File: src/rtl/frame_buf_sched_pkg.sv
// Shared encodings for the frame buffer scheduler: per-buffer states and the
// writer/reader FSM states.
package frame_buf_sched_pkg;

    typedef enum logic [1:0] {
        FREE    = 2'd0,
        WRITING = 2'd1,
        READY   = 2'd2,
        READING = 2'd3
    } buf_state_e;

    typedef enum logic {
        W_IDLE = 1'b0,
        W_FILL = 1'b1
    } wr_state_e;

    typedef enum logic {
        R_IDLE = 1'b0,
        R_READ = 1'b1
    } rd_state_e;

endpackage

File: src/rtl/frame_buf_sched_if.sv
// Frame-level handshake and buffer-bank port bundle for frame_buf_sched.
// master = frame source/sink side, slave = the scheduler.
interface frame_buf_sched_if #(
    parameter int DATA_WIDTH = 32,
    parameter int ADDR_WIDTH = 3,
    parameter int BUF_W      = 2
);
    logic                  wr_frame_start;
    logic                  wr_valid;
    logic [DATA_WIDTH-1:0] data_in;
    logic                  rd_frame_req;
    logic                  rd_ready;

    logic                  mem_wr_en_n;
    logic [BUF_W-1:0]      mem_wr_sel;
    logic [ADDR_WIDTH-1:0] mem_wr_addr;
    logic [DATA_WIDTH-1:0] mem_wr_data;
    logic                  mem_rd_en_n;
    logic [BUF_W-1:0]      mem_rd_sel;
    logic [ADDR_WIDTH-1:0] mem_rd_addr;
    logic                  frame_avail;
    logic                  rd_frame_done;
    logic                  wr_drop;
    logic                  wr_busy;

    modport master (
        output wr_frame_start, wr_valid, data_in, rd_frame_req, rd_ready,
        input  mem_wr_en_n, mem_wr_sel, mem_wr_addr, mem_wr_data,
        input  mem_rd_en_n, mem_rd_sel, mem_rd_addr,
        input  frame_avail, rd_frame_done, wr_drop, wr_busy
    );

    modport slave (
        input  wr_frame_start, wr_valid, data_in, rd_frame_req, rd_ready,
        output mem_wr_en_n, mem_wr_sel, mem_wr_addr, mem_wr_data,
        output mem_rd_en_n, mem_rd_sel, mem_rd_addr,
        output frame_avail, rd_frame_done, wr_drop, wr_busy
    );
endinterface

File: src/rtl/frame_buf_sched_alloc.sv
// fb_alloc: combinational priority allocator. Picks the lowest FREE buffer,
// else the lowest READY buffer that is not the newest frame, else the newest
// frame itself. Taking any READY buffer flags a drop.
module fb_alloc
    import frame_buf_sched_pkg::*;
#(
    parameter int NUM_BUFS = 2,
    parameter int BUF_W    = 2
) (
    input  logic [2*NUM_BUFS-1:0] states,
    input  logic [BUF_W-1:0]      last_ready,
    output logic [BUF_W-1:0]      alloc_idx,
    output logic                  alloc_valid,
    output logic                  alloc_drop
);
    logic [BUF_W-1:0] free_idx;
    logic [BUF_W-1:0] old_idx;
    logic             free_hit;
    logic             old_hit;
    logic             newest_ready;

    // Scan from the top down so the lowest matching index wins
    always_comb begin
        free_idx     = '0;
        free_hit     = 1'b0;
        old_idx      = '0;
        old_hit      = 1'b0;
        newest_ready = 1'b0;
        for (int i = NUM_BUFS - 1; i >= 0; i--) begin
            if (states[2*i +: 2] == FREE) begin
                free_idx = BUF_W'(i);
                free_hit = 1'b1;
            end
            if (states[2*i +: 2] == READY) begin
                if (BUF_W'(i) == last_ready) begin
                    newest_ready = 1'b1;
                end else begin
                    old_idx = BUF_W'(i);
                    old_hit = 1'b1;
                end
            end
        end
    end

    // Prefer a free buffer, then a stale frame, and only then the newest frame
    always_comb begin
        alloc_idx   = free_idx;
        alloc_valid = 1'b1;
        alloc_drop  = 1'b0;
        if (!free_hit) begin
            if (old_hit) begin
                alloc_idx  = old_idx;
                alloc_drop = 1'b1;
            end else if (newest_ready) begin
                alloc_idx  = last_ready;
                alloc_drop = 1'b1;
            end else begin
                alloc_valid = 1'b0;
            end
        end
    end
endmodule

File: src/rtl/frame_buf_sched.sv
// frame_buf_sched: schedules NUM_BUFS frame buffers between one writer and
// one reader. Writer fills a free (or recycled) buffer; reader always gets
// the newest committed frame. Optional statistics counters are built when
// FB_SCHED_STATS_EN is defined.
module frame_buf_sched
    import frame_buf_sched_pkg::*;
#(
    parameter int DATA_WIDTH  = 32,
    parameter int ADDR_WIDTH  = 3,
    parameter int FRAME_WORDS = 1 << ADDR_WIDTH,
    parameter int NUM_BUFS    = 2,
    parameter int BUF_W       = 2
) (
    input  logic              wr_clk,
    input  logic              reset,
    frame_buf_sched_if.slave  bus
`ifdef FB_SCHED_STATS_EN
    ,
    output logic [15:0]       drop_count,
    output logic [15:0]       busy_count
`endif
);
    localparam logic [ADDR_WIDTH-1:0] LAST_WORD = ADDR_WIDTH'(FRAME_WORDS - 1);

    buf_state_e            buf_state [NUM_BUFS];
    logic [2*NUM_BUFS-1:0] state_vec;
    logic                  any_ready;
    logic                  newest_ready;
    logic [BUF_W-1:0]      last_ready;

    wr_state_e             w_state;
    logic [ADDR_WIDTH-1:0] wcnt;
    logic [BUF_W-1:0]      w_sel;
    rd_state_e             r_state;
    logic [ADDR_WIDTH-1:0] rcnt;
    logic [BUF_W-1:0]      r_sel;

    logic [BUF_W-1:0]      alloc_idx;
    logic                  alloc_valid;
    logic                  alloc_drop;
    logic                  wr_alloc, wr_commit, rd_lock, rd_release;

    logic                  wr_en_n_q, rd_en_n_q;
    logic [BUF_W-1:0]      wr_sel_q, rd_sel_q;
    logic [ADDR_WIDTH-1:0] wr_addr_q, rd_addr_q;
    logic [DATA_WIDTH-1:0] wr_data_q;
    logic                  avail_q, done_q, drop_q, busy_q;

    // Flatten buffer states for the allocator and summarise READY buffers
    always_comb begin
        state_vec    = '0;
        any_ready    = 1'b0;
        newest_ready = 1'b0;
        for (int i = 0; i < NUM_BUFS; i++) begin
            state_vec[2*i +: 2] = buf_state[i];
            if (buf_state[i] == READY) begin
                any_ready = 1'b1;
                if (BUF_W'(i) == last_ready) newest_ready = 1'b1;
            end
        end
    end

    fb_alloc #(.NUM_BUFS(NUM_BUFS), .BUF_W(BUF_W)) u_alloc (
        .states      (state_vec),
        .last_ready  (last_ready),
        .alloc_idx   (alloc_idx),
        .alloc_valid (alloc_valid),
        .alloc_drop  (alloc_drop)
    );

    // The newest_ready guard stops a lagging frame_avail from locking a
    // buffer that was just recycled or released.
    assign wr_alloc   = (w_state == W_IDLE) && bus.wr_frame_start && alloc_valid;
    assign wr_commit  = (w_state == W_FILL) && bus.wr_valid && (wcnt == LAST_WORD);
    assign rd_lock    = (r_state == R_IDLE) && bus.rd_frame_req && avail_q && newest_ready;
    assign rd_release = (r_state == R_READ) && bus.rd_ready && (rcnt == LAST_WORD);

    // Buffer ownership transitions; the four events never target the same buffer
    always_ff @(posedge wr_clk) begin
        for (int i = 0; i < NUM_BUFS; i++) begin
            if (reset) begin
                buf_state[i] <= FREE;
            end else begin
                if (wr_alloc   && alloc_idx  == BUF_W'(i)) buf_state[i] <= WRITING;
                if (wr_commit  && w_sel      == BUF_W'(i)) buf_state[i] <= READY;
                if (rd_lock    && last_ready == BUF_W'(i)) buf_state[i] <= READING;
                if (rd_release && r_sel      == BUF_W'(i)) buf_state[i] <= FREE;
            end
        end
    end

    // Writer FSM: allocate on frame start, then issue one write per valid word
    always_ff @(posedge wr_clk) begin
        if (reset) begin
            w_state    <= W_IDLE;
            wcnt       <= '0;
            w_sel      <= '0;
            last_ready <= '0;
            wr_en_n_q  <= 1'b1;
            wr_sel_q   <= '0;
            wr_addr_q  <= '0;
            wr_data_q  <= '0;
            drop_q     <= 1'b0;
            busy_q     <= 1'b0;
        end else begin
            wr_en_n_q <= 1'b1;
            drop_q    <= 1'b0;
            busy_q    <= 1'b0;
            case (w_state)
                W_IDLE: begin
                    if (bus.wr_frame_start) begin
                        if (alloc_valid) begin
                            w_sel   <= alloc_idx;
                            wcnt    <= '0;
                            drop_q  <= alloc_drop;
                            w_state <= W_FILL;
                        end else begin
                            busy_q <= 1'b1;
                        end
                    end
                end
                W_FILL: begin
                    if (bus.wr_valid) begin
                        wr_en_n_q <= 1'b0;
                        wr_sel_q  <= w_sel;
                        wr_addr_q <= wcnt;
                        wr_data_q <= bus.data_in;
                        if (wcnt == LAST_WORD) begin
                            wcnt       <= '0;
                            last_ready <= w_sel;
                            w_state    <= W_IDLE;
                        end else begin
                            wcnt <= wcnt + 1'b1;
                        end
                    end
                end
                default: w_state <= W_IDLE;
            endcase
        end
    end

    // Reader FSM: lock the newest frame, then issue one read per ready cycle
    always_ff @(posedge wr_clk) begin
        if (reset) begin
            r_state   <= R_IDLE;
            rcnt      <= '0;
            r_sel     <= '0;
            rd_en_n_q <= 1'b1;
            rd_sel_q  <= '0;
            rd_addr_q <= '0;
            done_q    <= 1'b0;
        end else begin
            rd_en_n_q <= 1'b1;
            done_q    <= 1'b0;
            case (r_state)
                R_IDLE: begin
                    if (rd_lock) begin
                        r_sel   <= last_ready;
                        rcnt    <= '0;
                        r_state <= R_READ;
                    end
                end
                R_READ: begin
                    if (bus.rd_ready) begin
                        rd_en_n_q <= 1'b0;
                        rd_sel_q  <= r_sel;
                        rd_addr_q <= rcnt;
                        if (rcnt == LAST_WORD) begin
                            rcnt    <= '0;
                            done_q  <= 1'b1;
                            r_state <= R_IDLE;
                        end else begin
                            rcnt <= rcnt + 1'b1;
                        end
                    end
                end
                default: r_state <= R_IDLE;
            endcase
        end
    end

    // frame_avail lags the buffer states by one cycle
    always_ff @(posedge wr_clk) begin
        if (reset) avail_q <= 1'b0;
        else       avail_q <= any_ready;
    end

`ifdef FB_SCHED_STATS_EN
    // Saturating drop/busy event counters
    always_ff @(posedge wr_clk) begin
        if (reset) begin
            drop_count <= '0;
            busy_count <= '0;
        end else begin
            if (drop_q && drop_count != 16'hFFFF) drop_count <= drop_count + 1'b1;
            if (busy_q && busy_count != 16'hFFFF) busy_count <= busy_count + 1'b1;
        end
    end
`endif

    assign bus.mem_wr_en_n   = wr_en_n_q;
    assign bus.mem_wr_sel    = wr_sel_q;
    assign bus.mem_wr_addr   = wr_addr_q;
    assign bus.mem_wr_data   = wr_data_q;
    assign bus.mem_rd_en_n   = rd_en_n_q;
    assign bus.mem_rd_sel    = rd_sel_q;
    assign bus.mem_rd_addr   = rd_addr_q;
    assign bus.frame_avail   = avail_q;
    assign bus.rd_frame_done = done_q;
    assign bus.wr_drop       = drop_q;
    assign bus.wr_busy       = busy_q;
endmodule
File: src/flat_wrapper.sv
// flat-port wrapper written by rule: the top's interface ports become plain ports
module frame_buf_sched_flat import frame_buf_sched_pkg::*;
#(
    parameter int DATA_WIDTH  = 32,
    parameter int ADDR_WIDTH  = 3,
    parameter int FRAME_WORDS = 1 << ADDR_WIDTH,
    parameter int NUM_BUFS    = 2,
    parameter int BUF_W       = 2
)
  (wr_clk, reset, bus_wr_frame_start, bus_wr_valid, bus_data_in, bus_rd_frame_req, bus_rd_ready, bus_mem_wr_en_n, bus_mem_wr_sel, bus_mem_wr_addr, bus_mem_wr_data, bus_mem_rd_en_n, bus_mem_rd_sel, bus_mem_rd_addr, bus_frame_avail, bus_rd_frame_done, bus_wr_drop, bus_wr_busy);
  frame_buf_sched_if #(.DATA_WIDTH(DATA_WIDTH), .ADDR_WIDTH(ADDR_WIDTH), .BUF_W(BUF_W)) bus_i ();
  input  logic wr_clk;
  input  logic reset;
  input wire logic [$bits(bus_i.wr_frame_start)-1:0] bus_wr_frame_start;
  input wire logic [$bits(bus_i.wr_valid)-1:0] bus_wr_valid;
  input wire logic [$bits(bus_i.data_in)-1:0] bus_data_in;
  input wire logic [$bits(bus_i.rd_frame_req)-1:0] bus_rd_frame_req;
  input wire logic [$bits(bus_i.rd_ready)-1:0] bus_rd_ready;
  output wire logic [$bits(bus_i.mem_wr_en_n)-1:0] bus_mem_wr_en_n;
  output wire logic [$bits(bus_i.mem_wr_sel)-1:0] bus_mem_wr_sel;
  output wire logic [$bits(bus_i.mem_wr_addr)-1:0] bus_mem_wr_addr;
  output wire logic [$bits(bus_i.mem_wr_data)-1:0] bus_mem_wr_data;
  output wire logic [$bits(bus_i.mem_rd_en_n)-1:0] bus_mem_rd_en_n;
  output wire logic [$bits(bus_i.mem_rd_sel)-1:0] bus_mem_rd_sel;
  output wire logic [$bits(bus_i.mem_rd_addr)-1:0] bus_mem_rd_addr;
  output wire logic [$bits(bus_i.frame_avail)-1:0] bus_frame_avail;
  output wire logic [$bits(bus_i.rd_frame_done)-1:0] bus_rd_frame_done;
  output wire logic [$bits(bus_i.wr_drop)-1:0] bus_wr_drop;
  output wire logic [$bits(bus_i.wr_busy)-1:0] bus_wr_busy;
  assign bus_i.wr_frame_start = bus_wr_frame_start;
  assign bus_i.wr_valid = bus_wr_valid;
  assign bus_i.data_in = bus_data_in;
  assign bus_i.rd_frame_req = bus_rd_frame_req;
  assign bus_i.rd_ready = bus_rd_ready;
  assign bus_mem_wr_en_n = bus_i.mem_wr_en_n;
  assign bus_mem_wr_sel = bus_i.mem_wr_sel;
  assign bus_mem_wr_addr = bus_i.mem_wr_addr;
  assign bus_mem_wr_data = bus_i.mem_wr_data;
  assign bus_mem_rd_en_n = bus_i.mem_rd_en_n;
  assign bus_mem_rd_sel = bus_i.mem_rd_sel;
  assign bus_mem_rd_addr = bus_i.mem_rd_addr;
  assign bus_frame_avail = bus_i.frame_avail;
  assign bus_rd_frame_done = bus_i.rd_frame_done;
  assign bus_wr_drop = bus_i.wr_drop;
  assign bus_wr_busy = bus_i.wr_busy;
  frame_buf_sched #(.DATA_WIDTH(DATA_WIDTH), .ADDR_WIDTH(ADDR_WIDTH), .FRAME_WORDS(FRAME_WORDS), .NUM_BUFS(NUM_BUFS), .BUF_W(BUF_W)) u_core (.wr_clk(wr_clk), .reset(reset), .bus(bus_i));
endmodule
File: config.mk
export PLATFORM = sky130hd
export DESIGN_NAME = frame_buf_sched_flat
export DESIGN_NICKNAME = d
export VERILOG_FILES = /design/src/rtl/frame_buf_sched_pkg.sv /design/src/rtl/frame_buf_sched_if.sv /design/src/rtl/frame_buf_sched_alloc.sv /design/src/rtl/frame_buf_sched.sv /design/src/flat_wrapper.sv
export SDC_FILE = /design/constraint.sdc
export NUM_CORES = 1
export LEC_CHECK = 0
export BUFFER_PORTS_ARGS = -buffer_cell sky130_fd_sc_hd__buf_2
export CAP_MARGIN = 25
export CORE_ASPECT_RATIO = 0.8
export CORE_MARGIN = 3
export CORE_UTILIZATION = 53
export CTS_BUF_LIST = sky130_fd_sc_hd__clkbuf_4 sky130_fd_sc_hd__clkbuf_8 sky130_fd_sc_hd__clkbuf_16
export DETAILED_ROUTE_END_ITERATION = 7
export GPL_ROUTABILITY_DRIVEN = 0
export GPL_TIMING_DRIVEN = 0
export PLACE_DENSITY = 0.84
export SLEW_MARGIN = 20
export SYNTH_ARGS = -nofsm -noshare
export SYNTH_HDL_FRONTEND = slang
export SYNTH_SLANG_ARGS = --single-unit
File: constraint.sdc
create_clock -name wr_clk -period 5 [get_ports wr_clk]
set_clock_uncertainty 0.15 [all_clocks]
set_input_delay 0.5 -clock wr_clk [delete_from_list [all_inputs] [get_ports wr_clk]]
set_output_delay 0.5 -clock wr_clk [all_outputs]
set_load 0.01 [all_outputs]
After elaboration in Yosys (flattened, before gate mapping)
Memories as Yosys holds them, arrays and structs flattened.
Cells that the tools add are included.
{ "word_totals": {"regBits": 62, "mem_bits_rw": 4, "inputBits": 38, "output_inout_bits": 48, "word_cells": 167, "n_memories": 1} }
{ "op_classes": {"add_sub_neg": 2, "eq_ne": 14, "n_mux": 84, "bitwise_logic": 13, "n_reduce_logical": 35} }
{ "memory_table": {"columns": ["name", "words", "word_bits", "read_ports", "rd_clocked_by_memory_dff", "write_ports", "line", "text"], "rows": [
  ["u_core.buf_state", 2, 2, 2, 0, 2, "frame_buf_sched.sv:25", "buf_state_e buf_state [NUM_BUFS];"]
]} }
{ "ops": {"columns": ["op", "n"], "rows": [
  ["two-way mux 1 bit", 59],
  ["two-way mux 2 bit", 14],
  ["two-way mux 3 bit", 7],
  ["logical AND 1 bit", 17],
  ["zero test 2 bit", 6],
  ["one-hot mux 3 bit (2 select lines)", 2],
  ["AND reduction 3 bit", 3],
  ["equality test 2 x 1 -> 1 bit (second input constant)", 4],
  ["bitwise OR 1 bit", 8],
  ["AND reduction 2 bit", 4],
  ["adder 3 x 1 -> 3 bit (second input constant)", 2],
  ["equality test 3 bit (second input constant)", 2],
  ["!= test 2 bit (second input constant)", 3],
  ["OR reduction 3 bit", 2],
  ["NOT 1 bit", 5],
  ["OR reduction 5 bit", 1],
  ["equality test 2 bit (second input constant)", 2],
  ["!= test 2 x 1 -> 1 bit (second input constant)", 2],
  ["one-hot mux 1 bit (2 select lines)", 2],
  ["OR reduction 2 bit", 2],
  ["equality test 1 x 2 -> 1 bit (first input constant)", 1]
]} }

Longest topological paths before layout
Gate-level depths: netlist of run 1.
{ "depth": {"ltp_word": 17, "mapped_depth": 5, "depth_no_buf": 5} }

Modules after synthesis
Synthesis of run 1 repeated with hierarchy kept, for this count alone.
{ "hier_totals": {"hier_cells": 294, "hier_area_um2": 2529.9} }
{ "by_module_without_submodules": {"columns": ["mod", "n_inst", "cells_each", "area_each_um2", "seq_area_each_um2"], "rows": [
  ["frame_buf_sched", 1, 285, 2481.1, 1361.3],
  ["fb_alloc", 1, 9, 48.8, 0.0]
]} }

Worst setup path after synthesis of run 1
No wires, ideal clock.
{ "synth_timing": {"path_type": "register to register", "startpoint": "reg u_core.rcnt[0]", "endpoint": "mem u_core.buf_state[0][0] in the netlist's numbering, enable pin", "setup_time_ns": 0.269, "t_arrival_ns": 1.424, "required_ns": 4.581, "path_slack_ns": 3.157, "stages_incl_launch_ff": 6, "path_buffers": 0, "synth_period_minus_slack_ns": 1.843, "cell_sequence": "dfxtp_1 -> ha_1 -> ha_1 -> nand4b_1 -> o21bai_1 -> or4_1"} }
{ "synth_rtl": {"columns": ["item", "line", "text"], "rows": [
  ["from (decl)", "frame_buf_sched.sv:35", "logic [ADDR_WIDTH-1:0] rcnt;"],
  ["from (signal assigned)", "frame_buf_sched.sv:173", "rcnt <= rcnt + 1'b1;"],
  ["to (decl)", "frame_buf_sched.sv:25", null]
]} }

==> impl_metrics.yaml, run 1 <==
final_layout:
  fillers: 364
  num-nets-final: 434
  final_util_pct: 73.5
  final_cell_count_no_fill: 454
  diodes: 0
  final_cell_mix: "95 x nand2_1, 90 x buf_2, 62 x dfxtp_1"
  area_delta_synth_final_pct: 27.9
  ff_latch_area_mm2: 0.00136
  layout_commonest_cell: "nand2_1"
  final_layout_size_suffix_gt1_share_pct: 27.7
  multi_input_area_mm2: 0.00107
grt:
  antenna_found_initial: 0
  grt-ovfl-total: 0
  grt_usage_pct: 22.9
  grt_pass1_wl_mm: 10.1
  grt_max_degree: 12
  first_global_vias: 2218
placement:
  dpl.hpwl_mm: 4.44
  dp_cells: 438
  portBuffers: 85
timing:
  finalCriticalPeriod_ns: 1.97
  timing.fmax_mhz: 507
  fin_tns_setup_ns: 0
  report.final.setup_viol: 0
  hold_viol: 0
  fin_crit_sh_pct: 39.5
  drv_slew: 0
  relSlewSlack_pct: 64.6
  rsz0062_at_grt: "no"
  tightest_slew_ns: 0.531
drt:
  firstDrtPassIters: 4
  drt_iter0_drc: 102
  antenna_left: 0
  routed_wl_mm: 6.02
  wl_per_cell_um: 13.3
  vias_per_cell: 5.19
  num_vias: 2357
  drc_errors: 0
die:
  coreArea_mm2: 0.00439
  dieArea_mm2: 0.00563
  ioPinCount: 86
  die_w_um: 83.1
  die_h_um: 67.7
  start_util_pct: 57.5
  rows: 21
power:
  internal-power_uw: 852
  switchingPower_uw: 266
  switching_share_pct: 23.8
  clockPowerShare_pct: 41.1
  p_leak_uw: 0.00141
  comb_power_share_pct: 8.7
  seqPwrFrac_pct: 50.2
  power.density_mw_per_mm2: 346
  ir_worst_vdd_v: 0.000252
synthesis:
  yosysUniqueCellTypes: 40
  async_flop_share_pct: 0
  synth_seq_cells: 66
  syn_avg_cell_area_um2: 8.52
  ys_seq_area_share_pct: 54.0
  synth_edf_count: 4
  synth_warnings: 0
  synth_flop_cell: "dfxtp_1"
  netlist_instances: 296
  syn_area_mm2: 0.00252
  syn_nets: 338
setup_path:
  crit_path_max_fanout: 4
  cp.arrival_ns: 1.91
  worstSetupPathType: "register to register"
  startpoint_type: "register"
  crit_required_ns: 4.93
  crit_path_end_kind: "register"
clock_tree:
  h-tree-depth: 3
  ctsResizeCount: 0
  cts_setup_buffers: 0
  cts_hold_buf: 0
  clk_pin_slew_ns: 0.07
  numCtsBuffers: 9
  clock_latency_ns: 0.34
  cts_sinks: 66
  cts_buffer_depth: 2
  root_buffer: "clkbuf_8"
  cts_tree: "built"
flow_run:
  cap_violations: 0
min_path:
  min_path_type: "input port to register"
run_status:
  status: "complete, no violations"
==> cell families (layout without fill, tap and decap cells) <==
family / Yosys count / in the layout / synth area share, %
compound gates: 70 / 70 / 15.7
fa+ha+maj: 4 / 4 / 1.98
buf+inv: 23 / 124 / 3.72
flops: 66 / 66 / 54.0
mux: 1 / 1 / 0.397
simple gates: 132 / 132 / 24.2
==> flip-flops by register name, summed over array words and instances, names as in the netlist, 2 cells and up <==
| signal | cells |
|---|---|
| u_core.bus.mem_wr_data | 32 |
| u_core.buf_state | 4 |
| u_core.bus.mem_rd_addr | 3 |
| u_core.bus.mem_wr_addr | 3 |
| u_core.rcnt | 3 |
| u_core.wcnt | 3 |
| u_core.bus.mem_rd_sel | 2 |
| u_core.bus.mem_wr_sel | 2 |
| u_core.last_ready | 2 |
| u_core.r_sel | 2 |
| u_core.w_sel | 2 |
==> through the flow <==
stage | cell area, um^2 | worst slack (ns) | total power [uW] | hold WS [ns]
floorplan | 2520 | 3.16 | 626 | 0.285
global placement | 3020 | 3.06 | 665 | 0.288
detailed placement | 3020 | 3.00 | 670 | 0.294
CTS | 3230 | 3.04 | 1120 | 0.229
global route | 3230 | 2.94 | 1160 | 0.231
finish | 3230 | 3.03 | 1120 | 0.238
==> worst max-delay path, stage by stage, from the launching register on <==
cell,delay (ns)
dfxtp_1,0.34
ha_1,0.21
ha_1,0.22
nand4b_1,0.12
o21bai_1,0.10
or4_1,0.58
==> worst paths after layout <==
kind | end | depth (start not counted) | from | slack (ns)
setup reg to reg | u_core.buf_state[0][1]$_SDFFCE_PP0P_ | 5 | u_core.rcnt[0]$_SDFFE_PP0P_ | 3.03
setup / recovery | u_core.buf_state[0][1]$_SDFFCE_PP0P_ | 5 | u_core.rcnt[0]$_SDFFE_PP0P_ | 3.03
hold / removal | u_core.bus.mem_wr_data[7]$_SDFFE_PP0P_ | 3 | bus_data_in[7] | 0.24
hold reg to reg | u_core.bus.mem_wr_data[14]$_SDFFE_PP0P_ | 2 | u_core.bus.mem_wr_data[14]$_SDFFE_PP0P_ | 0.30
==> cell usage after synthesis, drive strengths merged, types with 2 or more instances <==
library cell / count / area [um^2]
o21ai: 7 / 35.0
o211ai: 3 / 22.5
nand2: 95 / 357
a21oi: 50 / 254
nor2: 6 / 22.5
edfxtp: 4 / 120
nor3: 2 / 10.0
and2: 4 / 25.0
nor3b: 3 / 27.5
clkbuf: 13 / 50.0
nand2b: 3 / 18.8
o21ba: 2 / 20.0
inv: 4 / 15.0
o21bai: 2 / 15.0
dfxtp: 62 / 1240
nand3: 2 / 10.0
or4: 2 / 15.0
nand3b: 7 / 52.6
buf: 6 / 28.8
ha: 4 / 50.1
==> power by group through the flow <==
| stage | Sequential [uW] | Clock (uW) | Combinational, uW |
|---|---|---|---|
| finish | 561 | 460 | 96.8 |
| global route | 564 | 488 | 109 |
| CTS | 561 | 465 | 97.2 |
| detailed placement | 573 | 0 | 96.7 |
| global placement | 572 | 0 | 93.3 |
| floorplan | 577 | 0 | 49.0 |
==> cell type report <==
class                           instances  share of cell area (%)
Sequential cell                        66                    42.2
Multi-Input combinational cell        207                    33.1
Clock inverter                          4                    1.51
Clock buffer                           12                    4.92
Buffer                                 19                    2.44
Tap cell                               57                    2.21
Timing Repair Buffer                   85                    13.2
Inverter                                4                   0.465
==> layer usage <==
| layer | wire [um] | vias up | GRT usage, % |
|---|---|---|---|
| li1 | - | 1198 | - |
| met1 | 2630 | 1064 | 27.8 |
| met2 | 2780 | 83 | 36.2 |
| met3 | 515 | 12 | 8.90 |
| met4 | 94 | 0 | 11.0 |
| met5 | 0 | - | 0 |
Power figures use the tool's default switching activity.
==> run 2, diff against run 1 <==
--- a/config.mk
+++ b/config.mk
@@ -9,12 +9,12 @@
 export CAP_MARGIN = 25
 export CORE_ASPECT_RATIO = 0.8
 export CORE_MARGIN = 3
-export CORE_UTILIZATION = 53
+export CORE_UTILIZATION = 44
 export CTS_BUF_LIST = sky130_fd_sc_hd__clkbuf_4 sky130_fd_sc_hd__clkbuf_8 sky130_fd_sc_hd__clkbuf_16
 export DETAILED_ROUTE_END_ITERATION = 7
 export GPL_ROUTABILITY_DRIVEN = 0
 export GPL_TIMING_DRIVEN = 0
-export PLACE_DENSITY = 0.84
+export PLACE_DENSITY = 0.74
 export SLEW_MARGIN = 20
 export SYNTH_ARGS = -nofsm -noshare
 export SYNTH_HDL_FRONTEND = slang
==> constraint.sdc (replaced) <==
create_clock -name wr_clk -period 1.7 [get_ports wr_clk]
set_clock_uncertainty 0.15 [all_clocks]
set_input_delay 0.17 -clock wr_clk [delete_from_list [all_inputs] [get_ports wr_clk]]
set_output_delay 0.17 -clock wr_clk [all_outputs]
set_load 0.01 [all_outputs]
==> run 2 against run 1 <==
Against the previous run: the flow now finishes with violations (negative setup slack); cell count grew 13%; die area grew 19%; sequential power grew to 2.9 times the previous value; critical endpoint unchanged; cell area grew 15%; utilization shrank 6.3 points; largest cell class unchanged; global-route usage shrank 1.9 points; clock power grew to 2.8 times the previous value.
==> impl_metrics.yaml, run 2 (synthesized netlist as in run 1, its figures left out) <==
timing:
  fin_tns_setup_ns: -0.219
  setup_ws_ns: -0.0952
  timing.fmax_mhz: 557
  drv_slew: 0
  fin_crit_sh_pct: 106
  rsz0062_at_grt: "yes"
  relSlewSlack_pct: 64.3
  tightest_slew_ns: 0.535
  hold_viol: 0
  finalCriticalPeriod_ns: 1.80
  report.final.setup_viol: 4
clock_tree:
  numCtsBuffers: 9
  cts_sinks: 66
  clk_pin_slew_ns: 0.08
  root_buffer: "clkbuf_8"
  cts_buffer_depth: 2
  h-tree-depth: 3
  cts_tree: "built"
  clock_latency_ns: 0.34
setup_path:
  crit_required_ns: 1.64
  worstSetupPathType: "register to register"
  crit_path_end_kind: "register"
  crit_path_max_fanout: 2
  startpoint_type: "register"
  critPathBufInv: 0
  cp.arrival_ns: 1.74
  slowest_stage: "or4_4"
  path_common_cell: "ha_4"
  cp_top_family: "simple AND/OR/NAND/NOR gates"
  slowest_delay_ns: 0.53
  path_cells: "ha_4, ha_4, nand4b_1, o21bai_2, or4_4"
placement:
  dpl.hpwl_mm: 4.38
  dpl_worst_slack_ns: -0.189
  placed_area_mm2: 0.00308
  portBuffers: 85
grt:
  grt_pass1_wl_mm: 11.2
  grt_max_degree: 12
  grt-ovfl-total: 0
  antenna_found_initial: 0
  grt_usage_pct: 21.0
  first_global_vias: 2429
final_layout:
  design_area_mm2: 0.00369
  area_delta_synth_final_pct: 46.5
  diodes: 0
  num-nets-final: 473
  largest_reg_flops: 32
  layout_commonest_cell: "nand2_1"
  final_layout_size_suffix_gt1_share_pct: 29.4
  final_cell_mix: "95 x nand2_1, 90 x buf_2, 59 x dfxtp_1"
die:
  ioPinCount: 86
  rows: 24
  die_w_um: 90.7
  dieArea_mm2: 0.00668
  coreArea_mm2: 0.00550
  start_util_pct: 45.9
  die_h_um: 73.7
drt:
  routed_wl_mm: 6.60
  num_vias: 2522
  antenna_left: 0
  wl_per_cell_um: 12.9
  drt_iter0_drc: 99
  drc_errors: 0
  firstDrtPassIters: 4
  vias_per_cell: 4.92
power:
  clockPowerShare_pct: 38.9
  p_leak_uw: 0.00157
  switchingPower_uw: 805
  seqPwrFrac_pct: 50.3
  internal-power_uw: 2480
  switching_share_pct: 24.5
  ir_worst_vdd_v: 0.000668
  power.density_mw_per_mm2: 890
  comb_power_share_pct: 10.8
run_status:
  violations: "negative setup slack"
  status: "finished, violations left"
flow_run:
  cap_violations: 0
min_path:
  min_path_type: "input port to register"
[run 2: worst paths after layout]
| kind | end | slack [ns] | startpoint | cells after the start |
|---|---|---|---|---|
| worst min-delay path | u_core.r_state$_SDFF_PP0_ | 0.03 | bus_rd_ready | 4 |
| worst min register to register | u_core.bus.mem_rd_addr[0]$_SDFFE_PP0P_ | 0.30 | u_core.bus.mem_rd_addr[0]$_SDFFE_PP0P_ | 2 |
| worst max register to register | u_core.buf_state[0][1]$_SDFFCE_PP0P_ | -0.1 | u_core.rcnt[0]$_SDFFE_PP0P_ | 5 |
| worst max-delay path | u_core.buf_state[0][1]$_SDFFCE_PP0P_ | -0.1 | u_core.rcnt[0]$_SDFFE_PP0P_ | 5 |
[run 2: metal layers]
metal  GRT usage, %  wire (um)  up-vias
li1               -          -     1261
met3           6.55        573        8
met2           33.9       3010       95
met4           7.30         81        0
met5              0          0        -
met1           27.0       2940     1158
[run 2: area by class of cell]
cell class,instances,area (um^2)
Fill cell,487,1800
Sequential cell,66,1370
Multi-Input combinational cell,207,1140
Timing Repair Buffer,124,801
Clock buffer,12,176
Tap cell,78,97.6
Buffer,19,78.8
Clock inverter,3,21.3
Inverter,4,15.0
[run 2: per-stage QoR]
stage          std cells  power, uW  utilization, %  hold WS [ns]
3_3_place_gp         459       1960            56.1         0.261
3_5_place_dp         459       1970            56.1         0.265
6_report             513       3290            67.2        0.0268
4_1_cts              513       3300            66.8        0.0257
5_1_grt              513       3440            67.2        0.0638
2_1_floorplan        296       1840               -         0.156
[run 2: repair_timing]
action,4_1_cts,5_1_grt
setup endpoints to repair,4,7
hold buffers,33,0
endpoints found under the hold margin,33,0
pin swaps,7,2
gates resized for setup,4,7
setup buffers,6,0
[run 2: power by group through the flow]
stage / clock [uW] / combinational, uW / sequential (uW)
6_report: 1280 / 356 / 1650
5_1_grt: 1380 / 397 / 1660
4_1_cts: 1300 / 352 / 1650
3_5_place_dp: 0 / 282 / 1690
3_3_place_gp: 0 / 278 / 1680
2_1_floorplan: 0 / 144 / 1700
[run 2: worst min-delay path: stages]
cell,delay (ns)
buf_2,0.10
nand2_1,0.06
nand2_1,0.07
a21oi_1,0.06
